<file path="src/rtl/vga_sync_gen.sv">
// Raster timing generator: divides clk to a pixel enable and runs the x/y counters,
// producing active-low syncs and a visible-area window aligned with the coordinates.
module vga_sync_gen #(
    parameter int unsigned CLK_DIV   = 4,
    parameter int unsigned H_DISPLAY = 640,
    parameter int unsigned H_FRONT   = 16,
    parameter int unsigned H_SYNC    = 96,
    parameter int unsigned H_BACK    = 48,
    parameter int unsigned V_DISPLAY = 480,
    parameter int unsigned V_FRONT   = 10,
    parameter int unsigned V_SYNC    = 2,
    parameter int unsigned V_BACK    = 33
) (
    input  logic       clk,
    input  logic       rst_n,
    output logic       p_tick,
    output logic       hsync,
    output logic       vsync,
    output logic       video_on,
    output logic [9:0] x,
    output logic [9:0] y,
    output logic       line_tick,
    output logic       frame_tick
);

    localparam int unsigned H_TOTAL = H_DISPLAY + H_FRONT + H_SYNC + H_BACK;
    localparam int unsigned V_TOTAL = V_DISPLAY + V_FRONT + V_SYNC + V_BACK;
    localparam int unsigned DIV_W   = (CLK_DIV > 1) ? $clog2(CLK_DIV) : 1;

    localparam logic [DIV_W-1:0] DIV_LAST = DIV_W'(CLK_DIV - 1);
    localparam logic [9:0] H_LAST   = 10'(H_TOTAL - 1);
    localparam logic [9:0] V_LAST   = 10'(V_TOTAL - 1);
    localparam logic [9:0] H_VIS    = 10'(H_DISPLAY);
    localparam logic [9:0] V_VIS    = 10'(V_DISPLAY);
    localparam logic [9:0] HS_START = 10'(H_DISPLAY + H_FRONT);
    localparam logic [9:0] HS_END   = 10'(H_DISPLAY + H_FRONT + H_SYNC);
    localparam logic [9:0] VS_START = 10'(V_DISPLAY + V_FRONT);
    localparam logic [9:0] VS_END   = 10'(V_DISPLAY + V_FRONT + V_SYNC);

    logic [DIV_W-1:0] div_cnt, div_cnt_d;
    logic             p_tick_d;
    logic [9:0]       x_d, y_d;
    logic             h_wrap, v_wrap;

    always_comb begin
        div_cnt_d = (div_cnt == DIV_LAST) ? '0 : div_cnt + DIV_W'(1);
        // p_tick is registered, so it must anticipate the divider reaching its last count
        p_tick_d  = (div_cnt_d == DIV_LAST);
        h_wrap    = (x == H_LAST);
        v_wrap    = (y == V_LAST);
        x_d       = h_wrap ? 10'd0 : x + 10'd1;
        y_d       = y;
        if (h_wrap) begin
            y_d = v_wrap ? 10'd0 : y + 10'd1;
        end
    end

    always_ff @(posedge clk or negedge rst_n) begin
        if (!rst_n) begin
            div_cnt    <= '0;
            p_tick     <= 1'b0;
            x          <= 10'd0;
            y          <= 10'd0;
            hsync      <= 1'b1;
            vsync      <= 1'b1;
            video_on   <= 1'b0;
            line_tick  <= 1'b0;
            frame_tick <= 1'b0;
        end else begin
            div_cnt    <= div_cnt_d;
            p_tick     <= p_tick_d;
            line_tick  <= 1'b0;
            frame_tick <= 1'b0;
            // Syncs and window come from the next counter values so they stay aligned with x/y
            if (p_tick) begin
                x          <= x_d;
                y          <= y_d;
                hsync      <= !((x_d >= HS_START) && (x_d < HS_END));
                vsync      <= !((y_d >= VS_START) && (y_d < VS_END));
                video_on   <= (x_d < H_VIS) && (y_d < V_VIS);
                line_tick  <= h_wrap;
                frame_tick <= h_wrap && v_wrap;
            end
        end
    end

endmodule

</file>
<file path="config.mk">
export PLATFORM = sky130hd
export DESIGN_NAME = vga_sync_gen
export DESIGN_NICKNAME = d
export VERILOG_FILES = /design/src/rtl/vga_sync_gen.sv
export SDC_FILE = /design/constraint.sdc
export NUM_CORES = 1
export LEC_CHECK = 0
export CORE_ASPECT_RATIO = 1.25
export CORE_MARGIN = 4
export CORE_UTILIZATION = 52
export DETAILED_ROUTE_END_ITERATION = 8
export GPL_ROUTABILITY_DRIVEN = 0
export MAX_ROUTING_LAYER = met4
export PLACE_DENSITY_LB_ADDON = 0.1
export SLEW_MARGIN = 20
export SYNTH_ARGS = -nofsm -noshare
export SYNTH_HDL_FRONTEND = slang
export SYNTH_SLANG_ARGS = --single-unit
</file>
<file path="constraint.sdc">
create_clock -name clk -period 2.7 [get_ports clk]
set_clock_uncertainty 0.2 [all_clocks]
set_input_delay 0.405 -clock clk [delete_from_list [all_inputs] [get_ports clk]]
set_output_delay 0.405 -clock clk [all_outputs]
set_load 0.01 [all_outputs]
</file>
==> results by group <==
Clock network
  – CTS root buffer: clkbuf_4
  – TritonCTS clock tree: done
  – CTS H-Tree Depth: 1
  – Cts hold-fix bufs: 0
  – CTS max path bufs: 2
  – Clk_lat worst skew: 0.33 ns
  – Worst-path clk slew: approximately 0.16 ns
  – Clock sink count: 28
  – Resized Gates After CTS: 0
  – Num CTS Buffers: 3
  – Postcts setup bufs: 0

STA
  – Slew Viols, Final: 0
  – Least-Margin Pin Slew: 0.608 ns
  – Hold Vio Cnt, Final: 0
  – Final period util: 0.961
  – Crit path time final: ~2.6 ns
  – Slew HR: 0.592
  – RSZ-0062 raised after global routing: no
  – Sum of negative setup slack: 0 ns
  – # setup viols final: 0
  – Worst setup margin: around 0.11 ns
  – FMAX: around 390 MHz

Logic synthesis
  – Synth Cell Area: ~1600 sq um
  – Synth unique cells: 50
  – Ranking of synthesized cells by area: dfrtp_1 40%, nand2_1 5.6%, ha_1 4.6%
  – Syn_nets: ~180
  – Leading area contributor after synthesis: dfrtp_1
  – Post-synth top area share: 0.401
  – Synthesis Warnings: 0
  – Syn Inst Count: between 150 and 200
  – Seq/Total Area, Yosys: 0.433
  – Ys async rst share: 1.00
  – Avg Synthesized Cell Area: between 9 and 10 sq um
  – Main synth FF type: dfrtp_1
  – Post-synth EDFFs: 0
  – Yosys reg bits: 28

Setup path
  – Worst path max stage delay: roughly 0.50 ns
  – Crit path launch type: register
  – Worst EP required: around 2.8 ns
  – CP Max Fanout: 6
  – Reg2reg setup slack: about 0.11 ns
  – Reg-to-Reg End: vsync
  – Cell Chain, Critical Path: ha_1 -> and4_2 -> nand4_1 -> or4_1 -> a311o_1 -> o32a_1
  – CP endpoint: vsync
  – Critical path startpoint: y[1]
  – Crit. End Element: register
  – Path depth of the worst reg2reg path: 6
  – RR Startpoint: y[1]
  – Crit path max-delay cell type: or4_1
  – WP data arrival: 2.67 ns
  – Critical path type: register to register

Global route
  – Vias in the first global route: approximately 1400
  – Grt ovf: 0
  – Initial antenna violation count: 0
  – First-pass GRT wire length: 6340 microns
  – Overall Global Routing Usage: 0.202
  – Largest net degree at the start of global routing: 29

Place
  – IO Port Bufs: 27
  – DP HPWL: about 2700 microns
  – Post-place setup slack: 0.101 ns
  – DP Cell Count: between 200 and 250

Floorplanning
  – Die W: slightly below 60 microns
  – Top Ports: 28
  – Core area: 2970 sq um
  – Die Y: roughly 70 microns
  – Die area: ~4100 sq um
  – Core Rows: 22
  – Initial core utilization: 0.546

Layout
  – Area grow syn2layout: 25.6%
  – Non-Filler Instances: 240
  – Antenna diodes: 0
  – FILL cells: roughly 240
  – Final Core Density: 0.686
  – Layout cells sized above 1: 0.123
  – Nets@finish: roughly 210

Power
  – VDD IR max: between 0.3 and 0.4 mV
  – Pwr Density: around 350 nW/um^2
  – Leakage power: 0.811 nW

Detailed routing
  – Initial DRT Pass Iterations: 4
  – Antenna-violating nets left: 0
  – Final WL: 3740 microns
  – Met3 WL: between 100 and 150 microns
  – Routed met1 length: 1620 microns
  – Starting DRT DRC Count: between 60 and 70
  – Max layer used: met4
  – Number of vias per cell: just under 6
  – Vias: roughly 1400
  – Remaining DRCs: 0
  – Post-DR wirelength/cell: about 16 microns
  – Wire length on met2: approximately 1900 microns

Status
  – Status: finished, final reports clean

Min path
  – Hold Path Class: primary input to asynchronous set/reset pin

Flow run
  – Max Cap Viol: 0
-- how the worst min path moves through the flow --
| stage | start | slack, ns | cells past startpoint | to |
|---|---|---|---|---|
| floorplan | rst_n | -0.09 | 0 | div_cnt[0] |
| CTS | rst_n | 0.23 | 2 | y[6] |
| global placement | div_cnt[0] | 0.24 | 1 | div_cnt[0] |
| finish | rst_n | 0.23 | 2 | y[1] |
| detailed placement | div_cnt[0] | 0.27 | 1 | div_cnt[0] |
| global route | rst_n | 0.25 | 2 | y[6] |
-- per-layer routing --
metal,up-vias,global-route usage
li1,691,-
met1,688,0.251
met2,33,0.328
met3,8,0.0222
met4,0,0.0851
met5,-,-
-- power by group --
part           leakage [nW]  internal (mW)  switching [mW]
logic                 0.420        0.00221         0.00840
clock network        0.0279          0.150           0.129
registers             0.363          0.420               0
-- Yosys cell counts, drive strengths merged (2+ instances only) --
library cell,instances
ha,6
dfrtp,26
dfstp,2
nor3,4
o31ai,4
o32a,2
nand3b,2
and4,4
clkbuf,5
o211ai,3
o31a,2
a21oi,5
mux2i,3
inv,7
xnor2,7
nor2,10
a31oi,3
o41ai,2
and3,2
buf,3
or3,2
nand3,8
nand4,3
nand2,24
nor4,2
o21ai,12
or4,2
-- stage by stage --
step	area, sq um	total power, mW	hold WS (ns)
6_report	2040	0.710	0.233
5_1_grt	2040	0.736	0.247
4_1_cts	2040	0.717	0.232
3_5_place_dp	1980	0.439	0.273
3_3_place_gp	1980	0.438	0.239
2_1_floorplan	1620	0.427	-0.0906
-- worst max-delay path, delay by kind of cell, from the launching register on --
kind,cells,cell delay (ns)
and+or+nand+nor,3,0.95
AOI/OAI and AO/OA,2,0.70
DFF,1,0.45
adders and majority gates,1,0.24
-- kinds of logic (layout without fill, tap and decap cells) --
family | after synthesis | after routing | share of synthesized area
and+or+nand+nor | 68 | 68 | 0.242
AOI/OAI and AO/OA | 41 | 41 | 0.171
DFF | 28 | 28 | 0.433
buffers and inverters | 15 | 49 | 0.0386
xor gates and xnor gates | 8 | 8 | 0.0432
adders and majority gates | 6 | 6 | 0.0463
muxes | 4 | 4 | 0.0254
-- layout by cell type, fill, tap and decap left out, drive strengths merged, types with 2 or more instances in the layout --
cell	n
clkdlybuf4s50	27
dfrtp	26
nand2	24
o21ai	12
buf	11
nor2	10
nand3	8
inv	7
xnor2	7
ha	6
a21oi	5
o31ai	4
nor3	4
and4	4
mux2i	3
a31oi	3
o211ai	3
clkbuf	3
nand4	3
and3	2
o41ai	2
or3	2
nand3b	2
o32a	2
o31a	2
dfstp	2
or4	2
nor4	2
-- sequential cells by signal (all words and copies together), names as in the netlist --
signal and cells:
div_cnt 2, frame_tick 1, hsync 1, line_tick 1
p_tick 1, video_on 1, vsync 1, x 10
y 10
-- layout make-up --
cell class / count / area (sq um) / area share
inverter: 7 / 26.3 / 0.0129
sequential: 28 / 704 / 0.346
clock inverter: 1 / 30.0 / 0.0147
tap: 36 / 45.0 / 0.0221
timing repair buffer: 38 / 353 / 0.173
clock buffer: 3 / 22.5 / 0.0110
multi-input combinational: 127 / 857 / 0.421
(Power assumes the default switching activity.)
